[src/rtl/kbd_cmd_sequencer.sv]
`default_nettype none
// ============================================================================
// Module   : kbd_cmd_sequencer
// Purpose  : Host-side PS/2 keyboard LED command sequencer (0xED + mask) with
//            open-drain bus arbitration, ACK/response handling, retry, timeout.
// Revision : 1.0 - initial release
// ============================================================================
module kbd_cmd_sequencer #(
    parameter int INHIBIT_CYCLES = 5000,
    parameter int TIMEOUT_CYCLES = 1000000,
    parameter int MAX_RETRIES    = 3
) (
    input  logic       clk,
    input  logic       rst_n,
    input  logic       ps2_clk_in,
    input  logic       ps2_data_in,
    output logic       ps2_clk_oe,
    output logic       ps2_data_oe,
    input  logic [2:0] led_mask,
    input  logic       led_req,
    output logic       busy,
    output logic       rx_inhibit,
    output logic       done,
    output logic       err,
    output logic [1:0] err_code
);

    localparam int c_cnt_max = (TIMEOUT_CYCLES > INHIBIT_CYCLES) ? TIMEOUT_CYCLES : INHIBIT_CYCLES;
    localparam int c_cnt_w   = $clog2(c_cnt_max + 1);
    localparam int c_retry_w = (MAX_RETRIES < 1) ? 1 : $clog2(MAX_RETRIES + 1);

    localparam logic [c_cnt_w-1:0]   c_inh_last = c_cnt_w'(INHIBIT_CYCLES - 1);
    localparam logic [c_cnt_w-1:0]   c_inh_end  = c_cnt_w'(INHIBIT_CYCLES);
    localparam logic [c_cnt_w-1:0]   c_to_last  = c_cnt_w'(TIMEOUT_CYCLES - 1);
    localparam logic [c_retry_w-1:0] c_max_ret  = c_retry_w'(MAX_RETRIES);

    localparam logic [7:0] c_cmd_leds = 8'hED;
    localparam logic [7:0] c_rsp_ack  = 8'hFA;
    localparam logic [7:0] c_rsp_rsnd = 8'hFE;

    localparam logic [1:0] c_err_timeout = 2'd1;
    localparam logic [1:0] c_err_retries = 2'd2;
    localparam logic [1:0] c_err_frame   = 2'd3;

    typedef enum logic [2:0] {
        S_IDLE    = 3'd0,
        S_INHIBIT = 3'd1,
        S_TX      = 3'd2,
        S_RX      = 3'd3,
        S_DONE    = 3'd4,
        S_FAIL    = 3'd5
    } state_t;

    state_t                r_state;
    logic                  r_clk_s1, r_clk_s2, r_clk_s3;
    logic                  r_dat_s1, r_dat_s2;
    logic [c_cnt_w-1:0]    r_cnt;
    logic [3:0]            r_bit;
    logic [2:0]            r_mask;
    logic                  r_byte_sel;
    logic [c_retry_w-1:0]  r_retries;
    logic [9:0]            r_rx;

    logic                  w_fall;
    logic [7:0]            w_tx_byte;
    logic                  w_tx_par;
    logic [10:0]           w_frame;
    logic                  w_frame_ok;
    logic [7:0]            w_rx_byte;

    assign w_fall     = r_clk_s3 & ~r_clk_s2;
    assign w_tx_byte  = r_byte_sel ? {5'b0, r_mask} : c_cmd_leds;
    assign w_tx_par   = ~^w_tx_byte;
    // Frame as it stands after the 11th bit: [0] start, [8:1] data, [9] parity, [10] stop
    assign w_frame    = {r_dat_s2, r_rx};
    assign w_frame_ok = ~w_frame[0] & w_frame[10] & (^w_frame[9:1]);
    assign w_rx_byte  = w_frame[8:1];
    assign rx_inhibit = busy;

    always_ff @(posedge clk or negedge rst_n) begin
        if (!rst_n) begin
            r_state     <= S_IDLE;
            r_clk_s1    <= 1'b1;
            r_clk_s2    <= 1'b1;
            r_clk_s3    <= 1'b1;
            r_dat_s1    <= 1'b1;
            r_dat_s2    <= 1'b1;
            r_cnt       <= '0;
            r_bit       <= '0;
            r_mask      <= '0;
            r_byte_sel  <= 1'b0;
            r_retries   <= '0;
            r_rx        <= '0;
            ps2_clk_oe  <= 1'b0;
            ps2_data_oe <= 1'b0;
            busy        <= 1'b0;
            done        <= 1'b0;
            err         <= 1'b0;
            err_code    <= 2'd0;
        end else begin
            r_clk_s1 <= ps2_clk_in;
            r_clk_s2 <= r_clk_s1;
            r_clk_s3 <= r_clk_s2;
            r_dat_s1 <= ps2_data_in;
            r_dat_s2 <= r_dat_s1;

            case (r_state)
                S_IDLE: begin
                    ps2_clk_oe  <= 1'b0;
                    ps2_data_oe <= 1'b0;
                    busy        <= 1'b0;
                    done        <= 1'b0;
                    err         <= 1'b0;
                    if (led_req) begin
                        r_mask     <= led_mask;
                        r_byte_sel <= 1'b0;
                        r_retries  <= '0;
                        err_code   <= 2'd0;
                        r_cnt      <= '0;
                        r_bit      <= '0;
                        ps2_clk_oe <= 1'b1;
                        busy       <= 1'b1;
                        r_state    <= S_INHIBIT;
                    end
                end

                // Clock held low; start bit is asserted while the clock is still held
                S_INHIBIT: begin
                    if (r_cnt == c_inh_end) begin
                        ps2_clk_oe <= 1'b0;
                        r_cnt      <= '0;
                        r_bit      <= '0;
                        r_state    <= S_TX;
                    end else begin
                        if (r_cnt == c_inh_last) begin
                            ps2_data_oe <= 1'b1;
                        end
                        r_cnt <= r_cnt + 1'b1;
                    end
                end

                S_TX: begin
                    if (w_fall) begin
                        r_cnt <= '0;
                        r_bit <= r_bit + 4'd1;
                        if (r_bit < 4'd8) begin
                            ps2_data_oe <= ~w_tx_byte[r_bit[2:0]];
                        end else if (r_bit == 4'd8) begin
                            ps2_data_oe <= ~w_tx_par;
                        end else if (r_bit == 4'd9) begin
                            ps2_data_oe <= 1'b0;
                        end else begin
                            r_bit       <= '0;
                            ps2_data_oe <= 1'b0;
                            if (!r_dat_s2) begin
                                r_state <= S_RX;
                            end else begin
                                err_code <= c_err_frame;
                                err      <= 1'b1;
                                r_state  <= S_FAIL;
                            end
                        end
                    end else if (r_cnt == c_to_last) begin
                        r_cnt       <= '0;
                        err_code    <= c_err_timeout;
                        err         <= 1'b1;
                        ps2_data_oe <= 1'b0;
                        r_state     <= S_FAIL;
                    end else begin
                        r_cnt <= r_cnt + 1'b1;
                    end
                end

                S_RX: begin
                    ps2_data_oe <= 1'b0;
                    if (w_fall) begin
                        r_cnt <= '0;
                        r_rx  <= {r_dat_s2, r_rx[9:1]};
                        r_bit <= r_bit + 4'd1;
                        if (r_bit == 4'd10) begin
                            r_bit <= '0;
                            if (!w_frame_ok) begin
                                err_code <= c_err_frame;
                                err      <= 1'b1;
                                r_state  <= S_FAIL;
                            end else if (w_rx_byte == c_rsp_ack) begin
                                if (r_byte_sel) begin
                                    done    <= 1'b1;
                                    r_state <= S_DONE;
                                end else begin
                                    r_byte_sel <= 1'b1;
                                    r_retries  <= '0;
                                    ps2_clk_oe <= 1'b1;
                                    r_state    <= S_INHIBIT;
                                end
                            end else if (w_rx_byte == c_rsp_rsnd) begin
                                if (r_retries < c_max_ret) begin
                                    r_retries  <= r_retries + 1'b1;
                                    ps2_clk_oe <= 1'b1;
                                    r_state    <= S_INHIBIT;
                                end else begin
                                    err_code <= c_err_retries;
                                    err      <= 1'b1;
                                    r_state  <= S_FAIL;
                                end
                            end else begin
                                err_code <= c_err_frame;
                                err      <= 1'b1;
                                r_state  <= S_FAIL;
                            end
                        end
                    end else if (r_cnt == c_to_last) begin
                        r_cnt    <= '0;
                        err_code <= c_err_timeout;
                        err      <= 1'b1;
                        r_state  <= S_FAIL;
                    end else begin
                        r_cnt <= r_cnt + 1'b1;
                    end
                end

                S_DONE: begin
                    done    <= 1'b0;
                    busy    <= 1'b0;
                    r_state <= S_IDLE;
                end

                S_FAIL: begin
                    err         <= 1'b0;
                    busy        <= 1'b0;
                    ps2_clk_oe  <= 1'b0;
                    ps2_data_oe <= 1'b0;
                    r_state     <= S_IDLE;
                end

                default: begin
                    ps2_clk_oe  <= 1'b0;
                    ps2_data_oe <= 1'b0;
                    busy        <= 1'b0;
                    r_state     <= S_IDLE;
                end
            endcase
        end
    end

endmodule
`default_nettype wire
[config.mk]
export PLATFORM = sky130hd
export DESIGN_NAME = kbd_cmd_sequencer
export DESIGN_NICKNAME = d
export VERILOG_FILES = /design/src/rtl/kbd_cmd_sequencer.sv
export SDC_FILE = /design/constraint.sdc
export NUM_CORES = 1
export LEC_CHECK = 0
export CAP_MARGIN = 20
export CORE_MARGIN = 4
export CORE_UTILIZATION = 40
export CTS_CLUSTER_DIAMETER = 60
export DETAILED_ROUTE_END_ITERATION = 16
export MAX_ROUTING_LAYER = met4
export PLACE_DENSITY = 0.62
export SYNTH_ARGS = -nofsm -noshare
export SYNTH_HDL_FRONTEND = slang
export SYNTH_SLANG_ARGS = --single-unit
export TNS_END_PERCENT = 50
[constraint.sdc]
create_clock -name clk -period 2.05 [get_ports clk]
set_clock_uncertainty 0.1 [all_clocks]
set_input_delay 0.205 -clock clk [delete_from_list [all_inputs] [get_ports clk]]
set_output_delay 0.205 -clock clk [all_outputs]
set_load 0.05 [all_outputs]
==> results of run 1 <==
through the flow:
stage / hold WS [ps] / power (mW) / util (%)
finish: 167 / 5.29 / 53.0
floorplan: -191 / 3.30 / -
CTS: 162 / 5.14 / 52.3
global route: 156 / 5.67 / 53.0
global placement: 37.1 / 4.24 / 50.1
detailed placement: 38.8 / 4.31 / 50.1
cell usage after synthesis (all sizes together) (2+ instances only):
library cell / n
buf: 12
dfrtp: 50
o21a: 2
clkbuf: 7
nor2: 24
o221ai: 3
nand4: 5
a211o: 2
o41ai: 2
mux2: 11
or2: 4
o31a: 3
xor2: 4
mux2i: 3
inv: 16
and4: 5
a31oi: 3
a22oi: 4
o21ai: 23
o21bai: 4
nor4: 6
nand3: 10
nor3: 15
dfstp: 5
nor2b: 9
ha: 12
and2: 6
nor3b: 2
nand2b: 3
a2111oi: 2
nand3b: 3
a211oi: 6
a21oi: 10
o22ai: 8
nand2: 38
xnor2: 3
or3: 4
and3: 2
o211ai: 5
o31ai: 2
routing by layer:
metal	track usage (%)	wire, µm
met1	24.9	3960
met2	28.0	3830
met3	2.69	304
met4	4.52	127
met5	-	0
sequential cells by signal, indices dropped and copies added (netlist names):
| register | count |
|---|---|
| busy | 1 |
| done | 1 |
| err | 1 |
| err_code | 2 |
| ps2_clk_oe | 1 |
| ps2_data_oe | 1 |
| r_bit | 4 |
| r_byte_sel | 1 |
| r_clk_s1 | 1 |
| r_clk_s2 | 1 |
| r_clk_s3 | 1 |
| r_cnt | 20 |
| r_dat_s1 | 1 |
| r_dat_s2 | 1 |
| r_mask | 3 |
| r_retries | 2 |
| r_rx | 10 |
| r_state | 3 |
how the worst max path moves through the flow:
stage	start	slack [ps]	end	depth (start not counted)
floorplan	r_rx[6]	-90	err_code[1]	6
global placement	r_rx[6]	-160	err_code[0]	6
detailed placement	r_rx[1]	-230	err_code[0]	7
CTS	r_rx[6]	-190	err_code[1]	6
global route	r_rx[6]	-310	r_state[0]	7
finish	r_rx[6]	-210	r_state[0]	7
power groups by stage:
stage / clock [mW] / combinational (mW) / sequential (mW)
after floorplan: 0 / 1.52 / 1.78
after global placement: 0 / 2.58 / 1.66
after detailed placement: 0 / 2.63 / 1.68
after CTS: 0.707 / 2.77 / 1.66
after global routing: 0.747 / 3.20 / 1.72
final: 0.696 / 2.93 / 1.66
area by class of cell:
cell class / count / area share [%]
clock buffers: 5 / 1.65
clock inverters: 3 / 0.809
inverters: 16 / 1.44
multi-input cells: 265 / 45.0
flip-flops and latches: 55 / 33.1
well taps: 102 / 3.05
repair buffers: 75 / 14.9
kinds of logic (layout without fill, tap and decap cells):
family	Yosys count	in the layout	share of synthesized area, %
buffers and inverters	35	99	4.68
DFF	55	55	41.7
AOI/OAI and AO/OA	89	89	18.4
xor gates and xnor gates	8	8	2.75
muxes	14	14	4.64
and+or+nand+nor	142	142	23.3
adders and majority gates	12	12	4.53
repair_timing:
item | 4_1_cts | 5_1_grt
resized for setup | 11 | 15
setup endpoints to repair | 11 | 22
endpoints found under the hold margin | 15 | 0
cloned | 0 | 1
pin swaps | 6 | 5
setup buffers | 2 | 1
hold buffers | 1 | 0
==> impl_metrics.csv, run 1 <==
group,metric,value,unit
outcome,violations,"setup timing",
finish,n_antenna_cell,0,
floorplanning,rows,32,
grt,grt_max_degree,41,
finish,final_cells,521,
floorplanning,start_util,42.1,%
finish,mostFrequentLayoutCell,"buf_4",
worst_setup_path,slowest_stage,"xnor3_2",
floorplanning,coreArea,0.00789,mm²
grt,grt_pass1_vias,2875,
sta,slew_viol_final,0,
clocking,clkLatencyLatePin,330,ps
placement,placed_area,0.00395,mm²
power,seq_power_share,31.4,%
power,power_leakage,1.84,nW
worst_setup_path,cp_max_fo,5,
clocking,cts_root_buf,"clkbuf_8",
worst_setup_path,critPathMaxStageDelay,460,ps
worst_setup_path,critPathBufInv,1,
floorplanning,io-pin-count,16,
detailed_routing,antenna_left,0,
detailed_routing,dr.first_iter.drc_count,192,
worst_setup_path,r2r_setup_slack,-210,ps
finish,drive_gt1_share,27.4,%
detailed_routing,vias,2961,
placement,gp_congestion,0.878,
synth,syn_area,0.00332,mm²
sta,min_period,2260,ps
synth,synth_top_cell_area_share,37.7,%
power,p_int,3.01,mW
sta,slew_headroom,66.2,%
sta,max_freq,442,MHz
outcome,status,"complete, but fails checks",
worst_setup_path,worstReg2RegEnd,"r_state[0]",
power,switching_share,43.1,%
synth,synth-async-reset-ratio,100,%
run,cap_violations,0,
synth,avgSynthCellArea,9.34,µm²
power,max-vdd-ir-drop,1020,µV
synth,ys_seq_area_share,41.7,%
floorplanning,fp.dieH,99.1,µm
synth,synth_area_leaders,"dfrtp_1, ha_1, nand2_1",
placement,dp_cells,510,
clocking,clkSinkCount,55,
worst_setup_path,reg2reg_depth,7,
sta,tns,-1140,ps
placement,portBuffers,15,
grt,grt_usage,18.1,%
worst_setup_path,required,2180,ps
finish,final_nets,438,
clocking,cts_buffer_depth,2,
hold_path,hold_end,"r_dat_s1",
synth,synth_edf_count,0,
hold_path,hold_path.class,"in -> reg",
sta,hold_violations,0,
detailed_routing,route.detailed.drc,0,
hold_path,min_path_cells,1,
clocking,h-tree-depth,2,
floorplanning,die_area,0.00981,mm²
finish,nFillCells,738,
placement,dpl.hpwl,6140,µm
finish,multiInputGateArea,0.00188,mm²
finish,layout.area.seq,0.00138,mm²
finish,syn_to_final_growth,26.0,%
worst_setup_path,path_class,"reg -> reg",
synth,yosys_most_used_dff,"dfrtp_1",
power,p_per_area,1270,mW/mm²
power,p_comb_share,55.4,%
synth,yosys_warnings,0,
detailed_routing,wl_per_cell,15.8,µm
floorplanning,fp.dieW,99.1,µm
worst_setup_path,path_cells,"ha_1, xnor3_2, xnor2_4, buf_4, nor2_2, a31oi_1, o32a_1",
hold_path,hp-start,"ps2_data_in",
worst_setup_path,cp.arrival,2390,ps
sta,rsz0062_at_grt,"true",
worst_setup_path,critical-path-top-delay-family,"XOR/XNOR gates",
clocking,path_clk_slew,120,ps
sta,worst_pin_slew,506,ps
detailed_routing,via_per_inst,5.68,
grt,overflow,0,
grt,grt_pass1_wl,14100,µm
power,power.switching,2.28,mW
finish,final_area,0.00418,mm²
sta,setup_viol,7,
clocking,tritoncts,"built",
power,clkPwrFrac,13.1,%
sta,min_period_over_period,110,%
grt,antenna_found_initial,0,
synth,ys_seq_elements,55,
synth,syn-num-nets,375,
synth,synth.distinct_cells,67,
detailed_routing,wl,8220,µm
clocking,numCtsBuffers,5,
finish,final_cell_mix,"buf_4, dfrtp_1, nand2_1",
placement,pre_cts_ws,-230,ps
sta,fin_ws,-214,ps
worst_setup_path,timing.rr.start,"r_rx[6]",
worst_setup_path,crit_path_end_kind,"flop",
synth,syn_inst,355,
detailed_routing,first_pass_iters,4,
synth,synth_top_cell_by_area,"dfrtp_1",
worst_setup_path,cp-start-kind,"flop",
Note: power is estimated with default switching activity, not from simulation.
==> run 2: changes to the inputs <==
--- a/config.mk
+++ b/config.mk
@@ -10,7 +10,7 @@
 export CORE_UTILIZATION = 40
 export CTS_CLUSTER_DIAMETER = 60
 export DETAILED_ROUTE_END_ITERATION = 16
-export MAX_ROUTING_LAYER = met4
+export HOLD_SLACK_MARGIN = 0.06
 export PLACE_DENSITY = 0.62
 export SYNTH_ARGS = -nofsm -noshare
 export SYNTH_HDL_FRONTEND = slang
==> run 2 against run 1 <==
The flow still finishes with violations (setup timing). Design area is the same. Critical endpoint unchanged. Worst hold slack better by 9.1 ps. Power is 0.21% lower. Largest power group unchanged. Worst setup slack worse by 6.0 ps. Register-to-register slack about the same.
==> impl_metrics.csv, run 2 (synthesized netlist as in run 1, its figures left out) <==
group,metric,value,unit
outcome,status,"complete, but fails checks",
outcome,violations,"setup timing",
power,power_leakage,1.84,nW
sta,slew_headroom,66.2,%
grt,grt_pass1_wl,14000,µm
grt,overflow,0,
placement,portBuffers,15,
grt,grt_pass1_vias,2876,
sta,max_freq,441,MHz
worst_setup_path,crit_path_end_kind,"flop",
sta,whs,176,ps
sta,setup_viol,6,
sta,worst_pin_slew,506,ps
finish,final_cells,521,
finish,mostFrequentLayoutCell,"buf_4",
floorplanning,fp.dieH,99.1,µm
grt,antenna_found_initial,0,
clocking,cts_root_buf,"clkbuf_8",
sta,hold_violations,0,
sta,slew_viol_final,0,
detailed_routing,route.detailed.drc,0,
power,max-vdd-ir-drop,1020,µV
hold_path,hold_path.class,"in -> reg",
floorplanning,fp.dieW,99.1,µm
detailed_routing,via_per_inst,5.65,
sta,min_period,2270,ps
clocking,clkSinkCount,55,
floorplanning,die_area,0.00981,mm²
sta,fin_ws,-220,ps
worst_setup_path,cp-start-kind,"flop",
detailed_routing,wl,8200,µm
placement,pre_cts_ws,-230,ps
detailed_routing,wl_per_cell,15.7,µm
worst_setup_path,cp_max_fo,5,
placement,dpl.hpwl,6140,µm
grt,grt_usage,17.5,%
finish,syn_to_final_growth,26.0,%
finish,final_util,53.0,%
power,p_per_area,1260,mW/mm²
sta,tns,-1130,ps
floorplanning,start_util,42.1,%
clocking,cts_buffer_depth,2,
detailed_routing,vias,2945,
worst_setup_path,required,2170,ps
sta,min_period_over_period,111,%
run,cap_violations,0,
clocking,tritoncts,"built",
finish,final_cell_mix,"buf_4, dfrtp_1, nand2_1",
sta,rsz0062_at_grt,"true",
floorplanning,rows,32,
clocking,h-tree-depth,2,
floorplanning,coreArea,0.00789,mm²
clocking,numCtsBuffers,5,
detailed_routing,first_pass_iters,4,
finish,largest_registers,"r_cnt x20, r_rx x10, r_bit x4",
worst_setup_path,cp.arrival,2390,ps
worst_setup_path,r2r_setup_slack,-220,ps
placement,gp_congestion,0.864,
clocking,path_clk_slew,120,ps
clocking,clkLatencyLatePin,320,ps
finish,final_nets,438,
floorplanning,io-pin-count,16,
finish,n_antenna_cell,0,
placement,dp_cells,510,
worst_setup_path,path_class,"reg -> reg",
detailed_routing,dr.first_iter.drc_count,194,
detailed_routing,antenna_left,0,
finish,regMostFlops,"r_cnt",
finish,drive_gt1_share,27.4,%
grt,grt_max_degree,41,
finish,largest_reg_flops,20,
==> run 2: cell counts in the layout (fill, tap and decap cells not counted) <==
Identical to the previous run, type by type.
==> run 2: critical path: stages, from the launching register on <==
cell and delay, ps:
dfrtp_1 410, ha_1 290, xnor3_2 460, xnor2_4 170, buf_4 160, nor2_2 120, a31oi_1 120, o32a_1 350
==> run 2: report_power, final <==
| group | total, mW | switching [mW] | internal [mW] |
|---|---|---|---|
| registers | 1.67 | 0.306 | 1.36 |
| clock network | 0.686 | 0.425 | 0.261 |
| logic | 2.93 | 1.54 | 1.39 |
==> run 2: path summary, 6_finish.rpt <==
path                             startpoint         end  depth (start not counted)
worst max-delay path                r_rx[6]  r_state[0]                          7
worst min-delay path            ps2_data_in    r_dat_s1                          1
worst max register to register      r_rx[6]  r_state[0]                          7
worst min register to register     r_clk_s1    r_clk_s2                          0
max in group asynchronous             rst_n    r_cnt[6]                          3
min in group asynchronous             rst_n     r_rx[3]                          2
==> run 2: metrics by stage <==
stage / cell area [µm²] / total power, mW
5_1_grt: 4180 / 5.66
4_1_cts: 4120 / 5.14
6_report: 4180 / 5.28
3_3_place_gp: 3950 / 4.24
2_1_floorplan: 3320 / 3.30
3_5_place_dp: 3950 / 4.31
==> run 2: repair_timing <==
action | in CTS | in global routing
hold endpoints to repair | 55 | 0
pin swaps | 6 | 5
hold buffers | 1 | 0
setup endpoints to repair | 11 | 22
cloned | 0 | 1
buffers inserted | 2 | 1
gates resized for setup | 11 | 15
==> run 2: cell type report <==
class | count | area (µm²)
inverters | 16 | 60.1
well taps | 102 | 128
flip-flops and latches | 55 | 1380
multi-input cells | 265 | 1880
fillers | 738 | 3710
clock buffers | 5 | 68.8
clock inverters | 3 | 33.8
repair buffers | 75 | 624
==> run 2: per-layer routing <==
metal,up-vias,part of all wire (%),track usage (%)
met1,1454,48,24.7
met4,0,1.4,4.83
met5,-,0,0
met3,11,3.6,2.26
li1,1425,-,-
met2,55,47,28.2
==> run 3: changes to the inputs <==
==> constraint.sdc (replaced) <==
create_clock -name clk -period 1.9 [get_ports clk]
set_clock_uncertainty 0.1 [all_clocks]
set_input_delay 0.19 -clock clk [delete_from_list [all_inputs] [get_ports clk]]
set_output_delay 0.19 -clock clk [all_outputs]
set_load 0.05 [all_outputs]
==> run 3 against run 2 <==
The run still ends with setup timing left. Routed wire length up 8.7%. Critical path type unchanged. Global-route usage up 0.65 points. Worst hold slack worse by 22 ps. Design area up 16%. Final cell count up 8.8%.
==> impl_metrics.csv, run 3 (synthesized netlist as in run 1, its figures left out) <==
group,metric,value,unit
detailed_routing,via_per_inst,5.47,
detailed_routing,first_pass_iters,4,
placement,placed_area,0.00413,mm²
sta,slew_headroom,65.9,%
finish,largest_registers,"r_cnt x20, r_rx x10, r_bit x4",
power,power_leakage,2.15,nW
clocking,numCtsBuffers,5,
floorplanning,coreArea,0.00789,mm²
worst_setup_path,path_class,"reg -> reg",
worst_setup_path,crit_path_end_kind,"flop",
placement,gp_congestion,0.863,
detailed_routing,dr.first_iter.drc_count,171,
sta,fin_ws,-380,ps
worst_setup_path,slowest_stage,"xnor3_2",
floorplanning,die_area,0.00981,mm²
detailed_routing,wl_per_cell,15.7,µm
detailed_routing,vias,3100,
power,max-vdd-ir-drop,1380,µV
finish,drive_gt1_share,43.4,%
power,p_int,3.77,mW
finish,mostFrequentLayoutCell,"buf_4",
detailed_routing,antenna_left,0,
clocking,h-tree-depth,2,
detailed_routing,wl,8910,µm
finish,final_nets,484,
outcome,violations,"setup timing",
power,p_per_area,1350,mW/mm²
sta,min_period,2280,ps
grt,grt_usage,18.1,%
worst_setup_path,critPathMaxStageDelay,450,ps
grt,grt_pass1_wl,14700,µm
outcome,status,"complete, but fails checks",
floorplanning,fp.dieH,99.1,µm
floorplanning,start_util,42.1,%
placement,dp_cells,537,
grt,overflow,0,
clocking,clkSinkCount,55,
power,seq_power_share,27.4,%
clocking,clkLatencyLatePin,320,ps
run,cap_violations,0,
worst_setup_path,path_cells,"ha_1, xnor3_2, xnor2_4, o31ai_4, a211o_1, a211o_1",
sta,max_freq,439,MHz
finish,n_antenna_cell,0,
worst_setup_path,cp-start-kind,"flop",
sta,min_period_over_period,120,%
power,switching_share,42.5,%
finish,syn_to_final_growth,46.2,%
floorplanning,fp.dieW,99.1,µm
clocking,cts_buffer_depth,2,
sta,slew_viol_final,0,
sta,setup_viol,17,
finish,final_cells,567,
finish,final_area,0.00485,mm²
sta,worst_pin_slew,509,ps
floorplanning,rows,32,
clocking,tritoncts,"built",
detailed_routing,route.detailed.drc,0,
finish,largest_reg_flops,20,
sta,hold_violations,0,
worst_setup_path,cp.arrival,2400,ps
finish,final_cell_mix,"buf_4, dfrtp_1, nand2_1",
power,p_comb_share,61.6,%
finish,regMostFlops,"r_cnt",
grt,grt_max_degree,29,
worst_setup_path,required,2020,ps
placement,pre_cts_ws,-443,ps
power,clkPwrFrac,11.1,%
clocking,path_clk_slew,120,ps
hold_path,hold_path.class,"in -> reg",
worst_setup_path,cp_max_fo,5,
placement,dpl.hpwl,6230,µm
worst_setup_path,r2r_setup_slack,-380,ps
sta,rsz0062_at_grt,"true",
grt,grt_pass1_vias,3057,
power,power.switching,2.78,mW
clocking,cts_root_buf,"clkbuf_8",
worst_setup_path,cpMostUsedCell,"a211o_1",
grt,antenna_found_initial,0,
placement,portBuffers,15,
floorplanning,io-pin-count,16,
-- run 3: changes by cell type in the layout (fill, tap and decap cells not counted), sizes merged --
| cell | previous run | this run |
|---|---|---|
| clkinvlp | 0 | 1 |
| clkbuf | 5 | 6 |
| buf | 60 | 105 |
| clkinv | 1 | 0 |
-- run 3: area by class of cell --
class	instances	area [µm²]
clock buffers	5	68.8
clock inverters	3	27.5
repair buffers	121	1020
flip-flops and latches	55	1390
multi-input cells	265	2150
fillers	618	3040
well taps	102	128
inverters	16	62.6
-- run 3: path summary, 6_finish.rpt --
path | startpoint | to | cells after the start
setup reg to reg | r_rx[6] | err_code[1] | 6
min in group asynchronous | rst_n | r_rx[9] | 3
max in group asynchronous | rst_n | r_cnt[18] | 3
hold reg to reg | r_dat_s1 | r_dat_s2 | 0
setup / recovery | r_rx[6] | err_code[1] | 6
hold / removal | ps2_data_in | r_dat_s1 | 1
-- run 3: through the flow --
stage	power, mW	setup TNS [ps]	hold slack, ps	utilization [%]
finish	6.55	-2650	155	61.5
global route	6.97	-4410	142	61.5
CTS	5.85	-2170	145	56.3
detailed placement	4.72	-3220	132	52.3
global placement	4.65	-2470	125	52.3
floorplan	3.56	-1790	-206	-
-- run 3: repair_timing --
action / CTS / global route
resized for setup: 33 / 67
setup endpoints to repair: 26 / 36
endpoints found under the hold margin: 54 / 0
hold buffers: 1 / 0
pin swaps: 21 / 33
gates cloned: 1 / 2
buffers inserted: 8 / 11
-- run 3: worst max-delay path, delay by kind of cell (launching register included) --
| kind | cells | cell delay (ps) |
|---|---|---|
| XOR/XNOR | 2 | 730 |
| flip-flops | 1 | 410 |
| adder cells (fa/ha/maj) | 1 | 280 |
| AO/OA/AOI/OAI | 3 | 660 |
-- run 3: power by group through the flow --
stage	Sequential, mW	Clock, mW	Combinational [mW]
after floorplan	1.92	0	1.64
after global placement	1.76	0	2.88
after detailed placement	1.78	0	2.94
after CTS	1.75	0.748	3.35
after global routing	1.84	0.792	4.34
final	1.79	0.726	4.03
-- run 3: per-layer routing --
metal	track usage (%)	wire length, µm	share of wire [%]
met5	0	0	0
met4	4.10	86	0.97
met3	2.62	387	4.3
met2	29.2	4250	48
met1	25.8	4190	47
